$ cat src/rtl/keycode_pkg.sv
// keycode_pkg: shared event, state and HID keycode definitions for the keycode event path
package keycode_pkg;

  typedef enum logic [1:0] {
    EV_NONE   = 2'b00,
    EV_MAKE   = 2'b01,
    EV_BREAK  = 2'b10,
    EV_REPEAT = 2'b11
  } ev_type_t;

  typedef struct packed {
    ev_type_t   kind;
    logic [7:0] code;
  } event_t;

  typedef enum logic [1:0] {
    S_IDLE,
    S_HELD,
    S_BREAK,
    S_MAKE
  } state_t;

  localparam logic [7:0] KEY_NONE = 8'h00;
  localparam logic [7:0] KEY_W    = 8'h1A;
  localparam logic [7:0] KEY_A    = 8'h04;
  localparam logic [7:0] KEY_S    = 8'h16;
  localparam logic [7:0] KEY_D    = 8'h07;

endpackage

$ cat src/rtl/event_fifo.sv
// event_fifo: first-word-fall-through FIFO with sticky overflow; a push while full is admitted only alongside a pop
module event_fifo
  import keycode_pkg::*;
#(
  parameter int  DEPTH = 8,
  parameter type T     = event_t
) (
  input  logic                     clk,
  input  logic                     reset,
  input  logic                     push,
  input  T                         din,
  input  logic                     pop,
  input  logic                     clr_overflow,
  output logic                     valid,
  output T                         dout,
  output logic [$clog2(DEPTH):0]   count,
  output logic                     overflow
);
  localparam int AW = $clog2(DEPTH);

  T               mem [DEPTH];
  logic [AW-1:0]  wptr, rptr;
  logic           full, do_pop, do_push, drop;

  assign valid   = count != '0;
  assign full    = count == (AW+1)'(DEPTH);
  assign do_pop  = pop && valid;
  assign do_push = push && (!full || do_pop);
  assign drop    = push && !do_push;
  assign dout    = valid ? mem[rptr] : '0;

  always_ff @(posedge clk)
    if (do_push) mem[wptr] <= din;

  always_ff @(posedge clk or posedge reset)
    if (reset) begin
      wptr     <= '0;
      rptr     <= '0;
      count    <= '0;
      overflow <= 1'b0;
    end else begin
      wptr     <= do_push ? wptr + 1'b1 : wptr;
      rptr     <= do_pop ? rptr + 1'b1 : rptr;
      count    <= (do_push && !do_pop) ? count + 1'b1 :
                  (do_pop && !do_push) ? count - 1'b1 : count;
      overflow <= drop ? 1'b1 : clr_overflow ? 1'b0 : overflow;
    end

endmodule

$ cat src/rtl/keycode_event_fifo.sv
// keycode_event_fifo: debounces the PIO keycode into MAKE/BREAK/REPEAT events buffered in a FWFT FIFO
module keycode_event_fifo
  import keycode_pkg::*;
#(
  parameter int STABLE_CYCLES = 4,
  parameter int REPEAT_DELAY  = 25000000,
  parameter int REPEAT_PERIOD = 5000000,
  parameter int DEPTH         = 8
) (
  input  logic                       clk,
  input  logic                       reset,
  input  logic [7:0]                 keycode_in,
  output logic                       ev_valid,
  output logic [1:0]                 ev_type,
  output logic [7:0]                 ev_code,
  input  logic                       ev_ready,
  output logic [$clog2(DEPTH):0]     ev_count,
  output logic                       overflow,
  input  logic                       clr_overflow
);
  localparam int RMAX = REPEAT_DELAY > REPEAT_PERIOD ? REPEAT_DELAY : REPEAT_PERIOD;
  localparam int RW   = $clog2(RMAX + 1);
  localparam logic [7:0]    SC = 8'(STABLE_CYCLES);
  localparam logic [RW-1:0] RD = RW'(REPEAT_DELAY);
  localparam logic [RW-1:0] RP = RW'(REPEAT_PERIOD);

  state_t        state, state_n;
  logic [7:0]    candidate, counter;
  logic [7:0]    cur_code, cur_n, old_code, old_n, new_code, new_n;
  logic [RW-1:0] rpt_cnt, rpt_n;
  logic          accept, push;
  event_t        push_ev, head;

  always_ff @(posedge clk or posedge reset)
    if (reset) begin
      candidate <= '0;
      counter   <= '0;
    end else if (keycode_in != candidate) begin
      candidate <= keycode_in;
      counter   <= 8'd1;
    end else begin
      counter   <= counter == SC ? counter : counter + 1'b1;
    end

  assign accept = counter == SC && candidate != cur_code && (state == S_IDLE || state == S_HELD);

  always_ff @(posedge clk or posedge reset)
    if (reset) begin
      state    <= S_IDLE;
      cur_code <= '0;
      old_code <= '0;
      new_code <= '0;
      rpt_cnt  <= '0;
    end else begin
      state    <= state_n;
      cur_code <= cur_n;
      old_code <= old_n;
      new_code <= new_n;
      rpt_cnt  <= rpt_n;
    end

  always_comb begin
    state_n = state;
    cur_n   = cur_code;
    old_n   = old_code;
    new_n   = new_code;
    rpt_n   = rpt_cnt;
    push    = 1'b0;
    push_ev = '0;
    case (state)
      S_IDLE: if (accept) begin
        new_n   = candidate;
        state_n = S_MAKE;
      end
      S_HELD: if (accept) begin
        old_n   = cur_code;
        new_n   = candidate;
        state_n = S_BREAK;
      end else if (REPEAT_DELAY != 0) begin
        push    = rpt_cnt == RW'(1);
        push_ev = '{EV_REPEAT, cur_code};
        rpt_n   = rpt_cnt == RW'(1) ? RP : rpt_cnt - 1'b1;
      end
      S_BREAK: begin
        push    = 1'b1;
        push_ev = '{EV_BREAK, old_code};
        cur_n   = new_code != '0 ? cur_code : '0;
        state_n = new_code != '0 ? S_MAKE : S_IDLE;
      end
      S_MAKE: begin
        push    = 1'b1;
        push_ev = '{EV_MAKE, new_code};
        cur_n   = new_code;
        rpt_n   = RD;
        state_n = S_HELD;
      end
      default: state_n = S_IDLE;
    endcase
  end

  event_fifo #(.DEPTH(DEPTH), .T(event_t)) u_fifo (
    .clk          (clk),
    .reset        (reset),
    .push         (push),
    .din          (push_ev),
    .pop          (ev_ready),
    .clr_overflow (clr_overflow),
    .valid        (ev_valid),
    .dout         (head),
    .count        (ev_count),
    .overflow     (overflow)
  );

  assign ev_type = head.kind;
  assign ev_code = head.code;

endmodule

$ cat config.mk
export PLATFORM = sky130hd
export DESIGN_NAME = keycode_event_fifo
export DESIGN_NICKNAME = d
export VERILOG_FILES = /design/src/rtl/keycode_pkg.sv /design/src/rtl/event_fifo.sv /design/src/rtl/keycode_event_fifo.sv
export SDC_FILE = /design/constraint.sdc
export NUM_CORES = 1
export LEC_CHECK = 0
export ABC_AREA = 0
export BUFFER_PORTS_ARGS = -buffer_cell sky130_fd_sc_hd__buf_4
export CAP_MARGIN = 20
export CORE_UTILIZATION = 30
export CTS_CLUSTER_DIAMETER = 60
export DETAILED_ROUTE_END_ITERATION = 7
export GPL_ROUTABILITY_DRIVEN = 0
export PLACE_DENSITY = 0.45
export RECOVER_POWER = 50
export SYNTH_ARGS = -nofsm -noshare
export SYNTH_HDL_FRONTEND = slang
export SYNTH_SLANG_ARGS = --single-unit
$ cat constraint.sdc
create_clock -name clk -period 5.2 [get_ports clk]
set_clock_uncertainty 0.1 [all_clocks]
set_input_delay 0.78 -clock clk [delete_from_list [all_inputs] [get_ports clk]]
set_output_delay 0.78 -clock clk [all_outputs]
set_load 0.02 [all_outputs]
==> results.md <==
Run status:
- The flow ran to the end, and the final reports show no timing, DRC or antenna violations.

Cells and area:
- Summing all multi-input logic gate instances after layout gives 0.00267 mm².
- The number of antenna diodes in the final layout is 0.
- The fraction of the core area covered by cells at the end of the flow is 35.3%.
- Across the whole layout, storage elements account for 0.00436 mm².
- Relative to the synthesized area, the layout overhead comes to 14.8%.
- The fill cell instance count of the final layout is 2,359.
- The finished cells cover slightly above 0.008 mm².
- For this run, the post-layout net count is around 600.
- Of the cells placed in the final design, the portion with a size suffix greater than 1 is 17.6%.

Critical path:
- The maximum fanout encountered on the critical timing path is 18.
- The number of cells on the worst reg-to-reg path is 15.
- The worst register-to-register path ends at u_fifo.count[3]$_DFFE_PP0P_.
- The worst setup path is of the reg2reg kind.
- In this run the register-to-register setup slack is 1.17 ns.
- The largest delay contributor family on the critical path is simple AND/OR/NAND/NOR gates.
- The dominant cell type by count on the critical path is sky130_fd_sc_hd__ha_1.
- The worst setup path is captured at a flip-flop.
- The number of buffers and inverters on the critical path is 2.
- For this run, the slowest stage of the critical path takes approximately 0.5 ns.
- The sort of element at the start of the critical path is a flip-flop.
- Data arrives at the worst endpoint at between 4 and 5 ns.
- In this run the critical register-to-register path is launched from counter[0]$_DFFE_PP0P_.
- The critical-path cell with the highest stage delay is sky130_fd_sc_hd__or4b_1.
- STA puts the critical path data required time at 5.41 ns.
- The signal on the critical path passes through inv_1, ha_1, or4b_1, nor4b_4, o21ai_2, and3_4, o21a_1, ha_1, inv_1, ha_1, a21o_1, a21oi_1, xnor2_1, nor2_1, xor2_1.

Placed design:
- After legalization and detailed placement, the total HPWL measured 10,300 µm.
- Buffers placed on the I/O ports in this run total 27.
- The placed cell area is 0.00773 mm².
- OpenSTA, run right after detailed placement, puts the worst setup slack at roughly 1.2 ns.

Yosys:
- The warning count from the yosys run is 0.
- The post-synthesis cell area is approximately 0.0072 mm².
- Summed over all instances, the cell type with the most area after synthesis is sky130_fd_sc_hd__edfxtp_1.
- In the synthesized netlist the async set-or-reset flop fraction comes to 49.4%.
- Each instance of the synthesized netlist takes up on average ~13 µm².
- In the synthesized netlist the dominant register cell turns out to be sky130_fd_sc_hd__edfxtp_1.
- The register area share after synthesis is 60.2%.
- The number of nets in the synthesized netlist is 572.
- After synthesis the netlist holds a flip-flop and latch count of 158.
- The number of enable-type register cells in the synthesized netlist is 80.
- The commonest cells after synthesis are sky130_fd_sc_hd__edfxtp_1 (80), sky130_fd_sc_hd__dfrtp_1 (78), sky130_fd_sc_hd__nand2_1 (51), sky130_fd_sc_hd__nor2_1 (33), sky130_fd_sc_hd__o21ai_0 (24).
- After synthesis, the cell types taking the most area are sky130_fd_sc_hd__edfxtp_1 (33%), sky130_fd_sc_hd__dfrtp_1 (27%), sky130_fd_sc_hd__mux4_2 (6.2%).
- The most common cell in the synthesized netlist is sky130_fd_sc_hd__edfxtp_1.
- The distinct cell type count of the synthesized netlist is 63.
- Synthesis handed over a netlist of 550 instances.
- The area fraction of the dominant cell type after synthesis is between 30% and 40%.

Min path:
- The cell depth of the worst hold path is 1.
- The min-delay analysis places its worst path in the category in2reg.
- The startpoint identified for the worst hold timing path is keycode_in[7].
- The endpoint of the worst hold path is candidate[7]$_DFFE_PP0N_.

Job:
- Across the run, the number of max-cap violations was 0.

Global route:
- The number of antenna violations at the first check in global routing is 0.
- The via count of the first global-routing pass was 4,592.
- In the global route stage, overall resource usage came out at 14.0%.
- Entering global routing, the biggest net connects 79 pins.
- The global-route wire length before repair is 25,900 µm.
- The total overflow left after global routing is 0.

Drt:
- For this run, design rule violations remaining after detail routing come to 0.
- The detailed router finished its first iteration with 313 violations.
- After detailed routing, the average wire length per cell comes to 17.5 µm.
- The post-route antenna net violation count is 0.
- Across all layers, the routed design uses 4,445 vias.
- After detailed routing, the number of vias per cell comes to approximately 4.9.
- The sum of routed wire length over all layers is 15,800 µm.
- The first-pass iteration count of the detailed router is 4.

STA:
- The worst pin sits at a relative slew slack of 29.8%.
- The hold violation count in the final report is 0.
- For the pin with the worst max-slew slack, the measured transition is 1.05 ns.
- The post-route setup TNS is 0 ns.
- The final setup violation count is 0.
- The final number of max-transition violations was 0.
- The final worst setup slack is ~1.2 ns.
- Setup repair after global routing left no endpoint under its margin.
- The minimum clock period is approximately 4.0 ns.
- For this run, the top clock speed supported by timing is about 250 MHz.
- The share of the clock period used by the worst path is 77.4%.

Clock tree:
- Buffers inserted to repair hold after CTS numbered 0.
- The TritonCTS clock tree is built.
- The number of buffers created by CTS is 17.
- Once the clock tree was built, the setup fixing pass inserted 0 buffers.
- The cell sitting at the root of the clock tree is a sky130_fd_sc_hd__clkbuf_16.
- The H-tree generated during clock tree synthesis spans 4 levels.
- Once the clock tree was built, the resizer swapped 0 gates to a different size.
- The largest buffer count on any clock path is 2.
- The CTS clock-pin slew for the worst setup and hold paths is ~0.070 ns.
- At the later pin of the worst-skew pair, clock insertion delay measures 0.42 ns.
- The clock net in this run drives a total of 158 sinks.

Floorplan:
- The initial standard-cell utilization of the core is 30.7%.
- The top-level port count is 28.
- The floorplan step set the die height to 157 µm.
- The placeable core region is 0.0235 mm².
- The die boundary width is around 160 µm.
- The floorplan has 56 rows.
- The die covers 0.0247 mm².

Power and ir drop:
- The maximum vdd drop is about 190 µV.
- The total power divided by cell area is 389 mW/mm².
- In this run the static leakage power is roughly 0.0033 µW.
[layout by cell type, fill, tap and decap left out, drive strengths merged, types with 9 or more instances in the layout]
cell and instances:
a22o 11, mux2 19, edfxtp 80, mux4 20, a21oi 15, ha 9, inv 16, nor2 33
nand3 23, mux2i 10, xor2 15, o21ai 26, buf 14, nand2 51, dfrtp 78, clkbuf 37
xnor2 17, nor3 11
[sequential cells by signal, indices dropped and copies added (netlist names)]
register,count
u_fifo.mem,80
rpt_cnt,25
candidate,8
counter,8
cur_code,8
new_code,8
old_code,8
u_fifo.count,4
u_fifo.rptr,3
u_fifo.wptr,3
state,2
u_fifo.overflow,1
[worst register-to-register path: stages (launching register included)]
cell,delay [ns]
sky130_fd_sc_hd__dfrtp_1,0.40
sky130_fd_sc_hd__inv_1,0.10
sky130_fd_sc_hd__ha_1,0.15
sky130_fd_sc_hd__or4b_1,0.50
sky130_fd_sc_hd__nor4b_4,0.40
sky130_fd_sc_hd__o21ai_2,0.32
sky130_fd_sc_hd__and3_4,0.32
sky130_fd_sc_hd__o21a_1,0.30
sky130_fd_sc_hd__ha_1,0.28
sky130_fd_sc_hd__inv_1,0.12
sky130_fd_sc_hd__ha_1,0.24
sky130_fd_sc_hd__a21o_1,0.17
sky130_fd_sc_hd__a21oi_1,0.18
sky130_fd_sc_hd__xnor2_1,0.14
sky130_fd_sc_hd__nor2_1,0.07
sky130_fd_sc_hd__xor2_1,0.14
[stage by stage]
stage / hold slack (ns) / total power [µW] / cells
finish: 0.389 / 3230 / 904
global route: 0.374 / 3380 / 904
CTS: 0.353 / 3300 / 903
detailed placement: 0.398 / 1980 / 871
global placement: 0.391 / 1970 / 871
floorplan: 0.363 / 1790 / 550
[metal layers]
| metal | GRT usage [%] | part of all wire [%] |
|---|---|---|
| met1 | 19.0 | 48 |
| met2 | 22.2 | 47 |
| met3 | 2.73 | 3.7 |
| met4 | 5.04 | 1.2 |
| met5 | 0 | 0 |
[where the power goes]
group          internal, µW  switching, µW
combinational           236            190
sequential             1340            149
clock                   807            509
total                  2380            848
[worst max path at each step]
stage | from | end | slack (ns) | cells after the start
global route | counter[0]$_DFFE_PP0P_ | rpt_cnt[0]$_DFFE_PP0P_ | 0.92 | 10
finish | counter[0]$_DFFE_PP0P_ | u_fifo.count[3]$_DFFE_PP0P_ | 1.17 | 15
floorplan | counter[0]$_DFFE_PP0P_ | u_fifo.count[3]$_DFFE_PP0P_ | 1.68 | 16
detailed placement | counter[0]$_DFFE_PP0P_ | u_fifo.count[3]$_DFFE_PP0P_ | 1.21 | 15
global placement | counter[0]$_DFFE_PP0P_ | u_fifo.count[3]$_DFFE_PP0P_ | 1.31 | 15
CTS | counter[0]$_DFFE_PP0P_ | u_fifo.count[3]$_DFFE_PP0P_ | 1.19 | 15
[cells by family after synthesis]
family | after synthesis | synth area share, %
compound gates | 80 | 7.20
xor+xnor | 32 | 3.88
fa+ha+maj | 10 | 1.83
buf+inv | 43 | 2.73
flops | 158 | 60.2
mux | 49 | 10.6
simple gates | 178 | 13.6
[final cells by class]
class / instances / area share, %
clock inverter: 13 / 2.26
inverter: 14 / 0.648
clock buffer: 19 / 5.21
tap: 319 / 4.81
timing repair buffer: 32 / 2.41
multi-input combinational: 349 / 32.2
sequential: 158 / 52.5
(Power assumes the default switching activity.)
